**src/rtl/mips_mem_arbiter.sv**
```systemverilog
// Shares one Avalon-style memory port (with wait-request) between the CPU fetch
// port and the CPU data port, with fetch anti-starvation and a stuck-bus timeout.
module mips_mem_arbiter #(
  parameter int STARVE_LIMIT = 4,
  parameter int TIMEOUT      = 255
) (
  input  logic        clk,
  input  logic        reset,
  input  logic        i_req,
  input  logic [31:0] i_addr,
  output logic [31:0] i_rdata,
  output logic        i_ack,
  input  logic        d_read,
  input  logic        d_write,
  input  logic [31:0] d_addr,
  input  logic [31:0] d_wdata,
  input  logic [3:0]  d_byteenable,
  output logic [31:0] d_rdata,
  output logic        d_ack,
  output logic [31:0] bus_address,
  output logic        bus_read,
  output logic        bus_write,
  output logic [3:0]  bus_byteenable,
  output logic [31:0] bus_writedata,
  input  logic [31:0] bus_readdata,
  input  logic        bus_waitrequest,
  output logic        bus_err,
  output logic        protocol_err,
  output logic        stall
);
  localparam int SW = (STARVE_LIMIT < 1) ? 1 : $clog2(STARVE_LIMIT + 1);
  localparam int WW = (TIMEOUT < 2) ? 1 : $clog2(TIMEOUT);
  localparam logic [SW-1:0] STARVE_MAX = SW'(STARVE_LIMIT);
  localparam logic [WW-1:0] WAIT_LAST  = WW'(TIMEOUT - 1);

  typedef enum logic [1:0] {IDLE, GRANT_I, GRANT_D, RESP} state_t;

  state_t        state;
  logic [SW-1:0] starve_cnt;
  logic [WW-1:0] wait_cnt;
  logic          d_req;
  logic          data_wins;
  logic          grant_i;

  assign d_req     = d_read | d_write;
  assign data_wins = d_req & ~(i_req & (starve_cnt == STARVE_MAX));
  assign grant_i   = (state == GRANT_I);
  assign stall     = (i_req | d_read | d_write) & ~(i_ack | d_ack);

  always_ff @(posedge clk) begin
    if (reset) begin
      state          <= IDLE;
      starve_cnt     <= '0;
      wait_cnt       <= '0;
      bus_address    <= '0;
      bus_read       <= 1'b0;
      bus_write      <= 1'b0;
      bus_byteenable <= '0;
      bus_writedata  <= '0;
      i_rdata        <= '0;
      d_rdata        <= '0;
      i_ack          <= 1'b0;
      d_ack          <= 1'b0;
      bus_err        <= 1'b0;
      protocol_err   <= 1'b0;
    end else begin
      i_ack   <= 1'b0;
      d_ack   <= 1'b0;
      bus_err <= 1'b0;
      if (d_read && d_write) protocol_err <= 1'b1;

      case (state)
        IDLE: begin
          if (data_wins) begin
            // a simultaneous read+write is treated as a write
            bus_address    <= d_addr;
            bus_writedata  <= d_wdata;
            bus_byteenable <= d_byteenable;
            bus_write      <= d_write;
            bus_read       <= ~d_write;
            starve_cnt     <= i_req ? starve_cnt + 1'b1 : '0;
            state          <= GRANT_D;
          end else if (i_req) begin
            bus_address    <= i_addr;
            bus_byteenable <= 4'hF;
            bus_read       <= 1'b1;
            starve_cnt     <= '0;
            state          <= GRANT_I;
          end else begin
            starve_cnt <= '0;
          end
        end

        GRANT_I, GRANT_D: begin
          if (!bus_waitrequest || wait_cnt == WAIT_LAST) begin
            bus_read  <= 1'b0;
            bus_write <= 1'b0;
            wait_cnt  <= '0;
            i_ack     <= grant_i;
            d_ack     <= ~grant_i;
            bus_err   <= bus_waitrequest;
            state     <= RESP;
            // an aborted transfer hands back zero instead of bus garbage
            if (bus_waitrequest) begin
              if (grant_i) i_rdata <= '0;
              else         d_rdata <= '0;
            end else if (grant_i) begin
              i_rdata <= bus_readdata;
            end else if (!bus_write) begin
              d_rdata <= bus_readdata;
            end
          end else begin
            wait_cnt <= wait_cnt + 1'b1;
          end
        end

        RESP:    state <= IDLE;
        default: state <= IDLE;
      endcase
    end
  end
endmodule

```
**config.mk**
```make
export PLATFORM = sky130hd
export DESIGN_NAME = mips_mem_arbiter
export DESIGN_NICKNAME = d
export VERILOG_FILES = /design/src/rtl/mips_mem_arbiter.sv
export SDC_FILE = /design/constraint.sdc
export NUM_CORES = 1
export LEC_CHECK = 0
export ABC_AREA = 1
export CORE_UTILIZATION = 36
export CTS_BUF_LIST = sky130_fd_sc_hd__clkbuf_8
export DETAILED_ROUTE_END_ITERATION = 16
export DONT_BUFFER_PORTS = 1
export PLACE_DENSITY = 0.6
export SLEW_MARGIN = 20
export SYNTH_ARGS = -nofsm -noshare
export SYNTH_HDL_FRONTEND = slang
export SYNTH_SLANG_ARGS = --single-unit
```
**constraint.sdc**
```tcl
create_clock -name clk -period 3.1 [get_ports clk]
set_input_delay 0 -clock clk [delete_from_list [all_inputs] [get_ports clk]]
set_output_delay 0 -clock clk [all_outputs]
set_load 0.03 [all_outputs]
```
== After elaboration in Yosys (flattened, before gate mapping) ==
Cells that the tools add are included.
Word-level totals
  register bits after elaboration: 151
  input port bits: 138
  output and inout bits: 139
  word-level logic and storage cells: 77
Cells by class
  add/subtract/negate cells: 2
  equality and inequality tests: 9
  multiplexer cells: 24
  bitwise operators: 13
  reduce and logical (&&, ||, !) cells: 15
Operator list (count)
  32-bit 2-to-1 mux: 9
  3-bit AND reduction: 3
  8-bit by 1-bit adder with 8-bit output (second input constant): 1
  8-bit == test (second input constant): 1
  4-bit 2-to-1 mux: 2
  8-bit 2-to-1 mux: 1
  2-bit 2-to-1 mux: 3
  3-bit 2-to-1 mux: 2
  1-bit NOT: 6
  2-bit case mux with 3 select lines: 1
  2-bit AND reduction: 3
  2-bit == test (second input constant): 2
  1-bit 2-to-1 mux: 4
  2-bit != test (second input constant): 2
  1-bit OR: 4
  1-bit case mux with 2 select lines: 2
  4-bit AND reduction: 1
  2-bit nonzero test: 2
  3-bit by 1-bit adder with 3-bit output (second input constant): 1
  1-bit AND: 3
  3-bit == test (second input constant): 1
  3-bit != test (second input constant): 1
  3-bit OR reduction: 1
  2-bit by 1-bit == test with 1-bit output (second input constant): 1
  other kinds (6): 6

== Logic depth before layout (Yosys ltp) ==
Gate-level depths: netlist of the first run.
  word-level depth: 6
  depth in mapped cells: 11

== Worst setup path before layout of the first run ==
No wires, ideal clock.
  kind: flip-flop to flip-flop
  start: register state[0]
  end: register state[0]
  data arrival time: 1.375 ns
  required time: 3.030 ns
  setup slack: 1.654 ns
  cell stages (with the launch flop): 8
  buffers on the path: 1
  clock period less this slack: 1.446 ns
  cell sequence: dfxtp_1 -> inv_1 -> ha_1 -> buf_2 -> nand3_1 -> nand2_1 -> nand2_1 -> a21oi_1
Between the ends
  longest elaborated chain between the ends: 4
Ends and longest elaborated chain
  start: declaration: RTL line 38  | state_t state;
  start signal: assignment: RTL line 52  | state <= IDLE;
  start signal: assignment: RTL line 82  | state <= GRANT_D;
  start signal: assignment: RTL line 88  | state <= GRANT_I;
  2-bit by 1-bit == test with 1-bit output / 2-bit == test (equally long branches): RTL line 72  | case (state)
  2-bit OR reduction: RTL line 72
  2-bit != test (no line)
  2-bit AND reduction (no line)
Parallel ways exist; a longest one is shown, timed or not.
A chain may end at the register's enable or synchronous reset.

== Worst setup path after layout of the first run ==
  start: register starve_cnt[1]
  end: register bus_address[8]
Between the ends
  longest elaborated chain between the ends: 6
Ends and longest elaborated chain
  start: declaration: RTL line 39  | logic [SW-1:0] starve_cnt;
  start signal: assignment: RTL line 81  | starve_cnt <= i_req ? starve_cnt + 1'b1 : '0;
  3-bit == test *: RTL line 46  | assign data_wins = d_req & ~(i_req & (starve_cnt == STARVE_MAX));
  1-bit AND *: RTL line 46
  1-bit NOT *: RTL line 46
  1-bit AND *: RTL line 46
  2-bit nonzero test (no line)
  2-bit AND reduction (no line)
  end signal: assignment: RTL line 76  | bus_address <= d_addr;
  end signal: assignment: RTL line 84  | bus_address <= i_addr;
  end: declaration: RTL line 20  | output logic [31:0] bus_address,
Every way passes the cells marked *; elsewhere a longest branch is shown, timed or not.

==> results.sh, run 1 <==
export IMPL_rsz0062_at_grt="false"
export IMPL_max_freq_mhz=387
export IMPL_synth_net_count=1050
export IMPL_slew_violations=0
export IMPL_io_pins=277
export IMPL_fin_crit_ns=2.59
export IMPL_fin_skew_ns=0.0153
export IMPL_vias_per_cell=4.78
export IMPL_cts_tree="yes"
export IMPL_grt_pass1_vias=5801
export IMPL_layout_setup_ws_ns=0.513
export IMPL_antenna_found_initial=1
export IMPL_multiInputGateArea_um2=2610
export IMPL_min_period_over_period_pct=83.5
export IMPL_crit_fanout=32
export IMPL_ys_seq_area_share_pct=47.6
export IMPL_dpl_cell_area_um2=6410
export IMPL_place_gp_congestion=0.834
export IMPL_p_leak_nw=4.08
export IMPL_setup_viol=0
export IMPL_cap_violations=0
export IMPL_hold_viol_final=0
export IMPL_yosysTopAreaCellShare_pct=47.6
export IMPL_end_kind="register"
export IMPL_setup_tns_ns=0
export IMPL_power_per_cell_area_nw_per_um2=882
export IMPL_ys_types=25
export IMPL_area_growth_pct=35.4
export IMPL_holdWs_ns=0.0218
export IMPL_synth_cells=905
export IMPL_port_buffer_count=0
export IMPL_core_area_um2=17200
export IMPL_cp_start_kind="register"
export IMPL_pre_cts_ws_ns=1.05
export IMPL_cp_required_ns=3.50
export IMPL_grt_max_degree=73
export IMPL_synthesis_area_um2=6350
export IMPL_final_area_um2=8600
export IMPL_drcViolationCount=0
export IMPL_fin_nets=1192
export IMPL_dp_cells=1084
export IMPL_clock_latency_ns=0.46
export IMPL_grt_overflow=0
export IMPL_first_pass_iters=5
export IMPL_hold_path_class="in -> reg"
export IMPL_num_vias=6150
export IMPL_cts_buffer_depth=2
export IMPL_clk_pin_slew_worst_paths_ns=0.09
export IMPL_postCtsResizedCells=0
export IMPL_netlist_top_cells_area="dfxtp_1 (48%), nand2_1 (19%), inv_1 (6.7%)"
export IMPL_yosysTopAreaCell="dfxtp_1"
export IMPL_clock_sinks=151
export IMPL_die_w_um=135
export IMPL_postCtsSetupRepairBufs=0
export IMPL_htreeDepth=4
export IMPL_clock_root_buffer="clkbuf_8"
export IMPL_ys_ff_latch=151
export IMPL_dieArea_um2=18200
export IMPL_cp_data_arrival_time_ns=2.98
export IMPL_fillCellCount=1592
export IMPL_grt_use_total_pct=20.7
export IMPL_slew_headroom_pct=34.0
export IMPL_die_y_um=135
export IMPL_seqCellArea_um2=3020
export IMPL_avgRoutedWirePerCell_um=14.8
export IMPL_grt_pass1_wl_um=29000
export IMPL_detail_route_antenna_nets=0
export IMPL_dp_hpwl_um=11000
export IMPL_wl_um=19100
export IMPL_rows=48
export IMPL_path_class="reg -> reg"
export IMPL_cts_made_buffers=17
export IMPL_synth_avg_cell_area_um2=7.02
export IMPL_post_route_util_pct=49.9
export IMPL_dr_first_iter_drc_count=270
export IMPL_total_power_mw=7.58
export IMPL_tightestPinTransition_ns=0.988
export IMPL_status="finished, final reports clean"
export IMPL_ys_warn_count=0
export IMPL_ir_drop_mv=0.497
export IMPL_start_util_pct=36.9
export IMPL_drive_gt1_share_pct=4.53
export IMPL_hold_buffers=169
export IMPL_stdcell_count=1286
[final timing paths]
kind	to	start	cells after the start	slack, ns
worst max-delay path	bus_address[8]	starve_cnt[1]	10	0.51
worst min register to register	state[1]	state[1]	2	0.48
worst min-delay path	d_rdata[7]	bus_waitrequest	3	0.02
worst max register to register	bus_address[8]	starve_cnt[1]	10	0.51
[worst max-delay path: stages, from the launching register on]
cell and delay [ns]:
dfxtp_1 0.37, inv_1 0.05, ha_1 0.17, nand3_1 0.10
nand2_1 0.07, inv_1 0.71, nand2_1 0.19, nand3_1 0.15
dlygate4sd3_1 0.55, o211ai_1 0.08, inv_1 0.06
[report_power, final]
| group | switching (mW) | leakage (nW) | total [mW] | internal, mW |
|---|---|---|---|---|
| clock network | 0.826 | 0.242 | 1.81 | 0.985 |
| registers | 1.17 | 1.24 | 3.55 | 2.39 |
| logic | 1.26 | 2.60 | 2.22 | 0.962 |
[Yosys cell counts]
library cell / instances
ha_1: 7
inv_2: 2
nand3_1: 43
a21oi_1: 74
inv_1: 113
nand2_4: 1
o211ai_1: 32
nand3_4: 1
buf_1: 4
nor2_1: 88
nor2_2: 1
buf_6: 5
clkbuf_1: 10
clkinv_1: 1
nand2_1: 314
buf_4: 2
o21ai_0: 6
nor3_1: 7
o22ai_1: 1
dfxtp_1: 151
nand4_1: 4
buf_2: 32
a21boi_2: 1
nand3_2: 1
xor2_1: 4
[cells in the final DEF (no fill, tap or decap), drive strengths merged, types with 5 or more instances in the layout]
cell	netlist	layout
nor2	89	89
a21oi	74	74
dfxtp	151	151
nor3	7	7
ha	7	7
nand2	315	315
o21ai	6	6
bufinv	0	5
clkbuf	10	17
nand3	45	45
dlygate4sd3	0	168
buf	43	8
inv	115	123
o211ai	32	32
[registers in the layout, indices dropped and copies added (netlist names)]
| name | cells |
|---|---|
| i_rdata | 32 |
| starve_cnt | 3 |
| i_ack | 1 |
| d_ack | 1 |
| state | 2 |
| bus_write | 1 |
| bus_byteenable | 4 |
| wait_cnt | 8 |
| protocol_err | 1 |
| bus_address | 32 |
| bus_err | 1 |
| bus_writedata | 32 |
| bus_read | 1 |
| d_rdata | 32 |
[routing by layer]
metal  wire length [µm]  vias to the layer above  global-route usage, %
met2               8900                      257                   34.7
met4                548                        0                   9.61
li1                   -                     3076                      -
met3               1640                       34                   6.98
met1               7980                     2783                   23.6
met5                  0                        -                      0
[kinds of logic (layout without fill, tap and decap cells)]
| family | after synthesis | count (layout) | share of synthesized area [%] |
|---|---|---|---|
| fa+ha+maj | 7 | 7 | 1.38 |
| xor+xnor | 4 | 4 | 0.551 |
| simple gates | 460 | 460 | 28.8 |
| buf+inv | 169 | 324 | 11.3 |
| compound gates | 114 | 114 | 10.4 |
| other cells | 0 | 1 | 0 |
| flops | 151 | 151 | 47.6 |
[area by class of cell]
type | count | share of cell area (%)
well taps | 225 | 3.27
inverters | 116 | 5.06
clock buffers | 17 | 2.72
flip-flops and latches | 151 | 35.2
multi-input cells | 585 | 30.4
clock inverters | 15 | 2.76
repair buffers | 176 | 20.6
diodes | 1 | 0.0291
No activity file was read; power rests on OpenSTA's default activity.
==> inputs of run 2 (changes only) <==
--- a/config.mk
+++ b/config.mk
@@ -10,7 +10,7 @@
 export CTS_BUF_LIST = sky130_fd_sc_hd__clkbuf_8
 export DETAILED_ROUTE_END_ITERATION = 16
 export DONT_BUFFER_PORTS = 1
-export PLACE_DENSITY = 0.6
+export PLACE_DENSITY = 0.62
 export SLEW_MARGIN = 20
 export SYNTH_ARGS = -nofsm -noshare
 export SYNTH_HDL_FRONTEND = slang
==> constraint.sdc (replaced) <==
create_clock -name clk -period 2.1 [get_ports clk]
set_input_delay 0 -clock clk [delete_from_list [all_inputs] [get_ports clk]]
set_output_delay 0 -clock clk [all_outputs]
set_load 0.03 [all_outputs]
==> run 2 against run 1 <==
First-iteration DRC count fell by 1.9%. Non-clock buffer count fell by 15. Flip-flop and latch count did not move. Register-to-register slack got worse by 0.41 ns. Clock skew rose by 0.0037 ns. Highest routed layer unchanged. Core utilization fell by 0.81 points. Sequential power rose by 47%. Clock power rose by 28%. Fmax rose by 29%. Sequential share of layout area rose by 0.58 points. Global-route usage fell by 1.1 points.
==> results.sh, run 2 (synthesis results as in run 1) <==
export IMPL_fin_skew_ns=0.0190
export IMPL_holdWs_ns=0.0455
export IMPL_cp_start_kind="register"
export IMPL_cts_buffer_depth=2
export IMPL_rrSetupSlack_ns=0.1
export IMPL_cap_violations=0
export IMPL_critPathLaunch="state[0]"
export IMPL_io_pins=277
export IMPL_ir_drop_mv=0.691
export IMPL_power_per_cell_area_nw_per_um2=1240
export IMPL_wl_um=18500
export IMPL_mostFrequentLayoutCell="nand2_1"
export IMPL_drcViolationCount=0
export IMPL_grt_max_degree=74
export IMPL_avgRoutedWirePerCell_um=14.5
export IMPL_fin_nets=1177
export IMPL_dr_first_iter_drc_count=265
export IMPL_fillCellCount=1620
export IMPL_setup_viol=0
export IMPL_max_freq_mhz=500
export IMPL_rows=48
export IMPL_path_class="reg -> reg"
export IMPL_clock_sinks=151
export IMPL_core_area_um2=17200
export IMPL_cp_required_ns=2.43
export IMPL_min_delay_start="i_req"
export IMPL_area_growth_pct=33.1
export IMPL_start_util_pct=36.9
export IMPL_total_power_mw=10.5
export IMPL_worstReg2RegStart="state[0]"
export IMPL_die_w_um=135
export IMPL_grt_use_total_pct=19.6
export IMPL_clk_pin_slew_worst_paths_ns=0.09
export IMPL_port_buffer_count=0
export IMPL_layout_common_cells="nand2_1 (313), dfxtp_1 (151), dlygate4sd3_1 (141)"
export IMPL_fin_crit_ns=2.00
export IMPL_antenna_cells=0
export IMPL_cts_made_buffers=17
export IMPL_endpoint="bus_writedata[5]"
export IMPL_hold_viol_final=0
export IMPL_setup_tns_ns=0
export IMPL_slew_headroom_pct=59.4
export IMPL_die_y_um=135
export IMPL_grt_pass1_wl_um=28000
export IMPL_clock_latency_ns=0.45
export IMPL_htreeDepth=4
export IMPL_hold_path_class="in -> reg"
export IMPL_dp_hpwl_um=11200
export IMPL_drive_gt1_share_pct=6.03
export IMPL_grt_overflow=0
export IMPL_tightestPinTransition_ns=0.607
export IMPL_clock_root_buffer="clkbuf_8"
export IMPL_place_gp_congestion=0.845
export IMPL_vias_per_cell=4.75
export IMPL_cts_tree="yes"
export IMPL_first_pass_iters=4
export IMPL_min_period_over_period_pct=95.2
export IMPL_status="finished, final reports clean"
export IMPL_grt_pass1_vias=5693
export IMPL_cp_data_arrival_time_ns=2.33
export IMPL_end_kind="register"
export IMPL_dieArea_um2=18200
export IMPL_p_leak_nw=3.99
export IMPL_rr_endpoint="bus_writedata[5]"
export IMPL_slew_violations=0
export IMPL_hold_depth=4
export IMPL_crit_fanout=22
export IMPL_antenna_found_initial=0
export IMPL_detail_route_antenna_nets=0
export IMPL_ff2ff_path_depth=7
export IMPL_num_vias=6033
## run 2: changes by cell type in the layout (fill, tap and decap cells not counted), sizes merged, moves of 3 or more
| cell | before | now |
|---|---|---|
| bufinv | 5 | 2 |
| clkbuf | 17 | 21 |
| inv | 123 | 117 |
| buf | 8 | 19 |
| clkinv | 3 | 7 |
| dlygate4sd3 | 168 | 141 |
## run 2: per-layer routing
metal / share of wire, % / track usage (%) / vias up
met3: 9.8 / 6.87 / 30
met2: 47 / 31.7 / 270
met4: 1.9 / 7.93 / 0
li1: - / - / 3046
met1: 41 / 23.6 / 2687
met5: 0 / 0 / -
## run 2: repair_timing
| item | CTS | global route |
|---|---|---|
| hold endpoints to repair | 149 | 0 |
| hold buffers | 142 | 0 |
| setup endpoints to repair | 0 | 6 |
| resized for setup | 0 | 11 |
| buffers inserted | 0 | 1 |
## run 2: cell type report
cell class | instances | area [µm²] | area share, %
Sequential cell | 151 | 3020 | 35.7
Multi-Input combinational cell | 585 | 2630 | 31.0
Timing Repair Buffer | 161 | 1670 | 19.8
Inverter | 116 | 438 | 5.18
Tap cell | 225 | 282 | 3.33
Clock buffer | 20 | 275 | 3.25
Clock inverter | 12 | 141 | 1.67
## run 2: how the worst min path moves through the flow
stage                              to
finish              bus_writedata[25]
global route               d_rdata[7]
CTS                        d_rdata[7]
detailed placement  bus_writedata[25]
global placement    bus_writedata[30]
floorplan                protocol_err
## run 2: critical path, stage by stage, from the launching register on
cell and delay, ns:
dfxtp_1 0.33, inv_1 0.08, ha_1 0.28, nand3_4 0.22
buf_4 0.28, nand2_1 0.08, a21oi_1 0.06, dlygate4sd3_1 0.56
## run 2: metrics by stage
step / worst slack [ns] / instance area, µm² / util (%) / instances
detailed placement: 0.425 / 6530 / 37.9 / 1094
global route: -0.00936 / 8460 / 49.1 / 1270
CTS: 0.0109 / 8380 / 48.6 / 1268
floorplan: 0.654 / 6350 / - / 905
finish: 0.0999 / 8460 / 49.1 / 1270
global placement: 0.452 / 6530 / 37.9 / 1094
## run 2: power by group
| part | total (mW) | internal, mW | switching [mW] | leakage, nW |
|---|---|---|---|---|
| clock network | 2.32 | 1.17 | 1.16 | 0.206 |
| registers | 5.21 | 3.52 | 1.69 | 1.24 |
| logic | 2.96 | 1.14 | 1.82 | 2.55 |
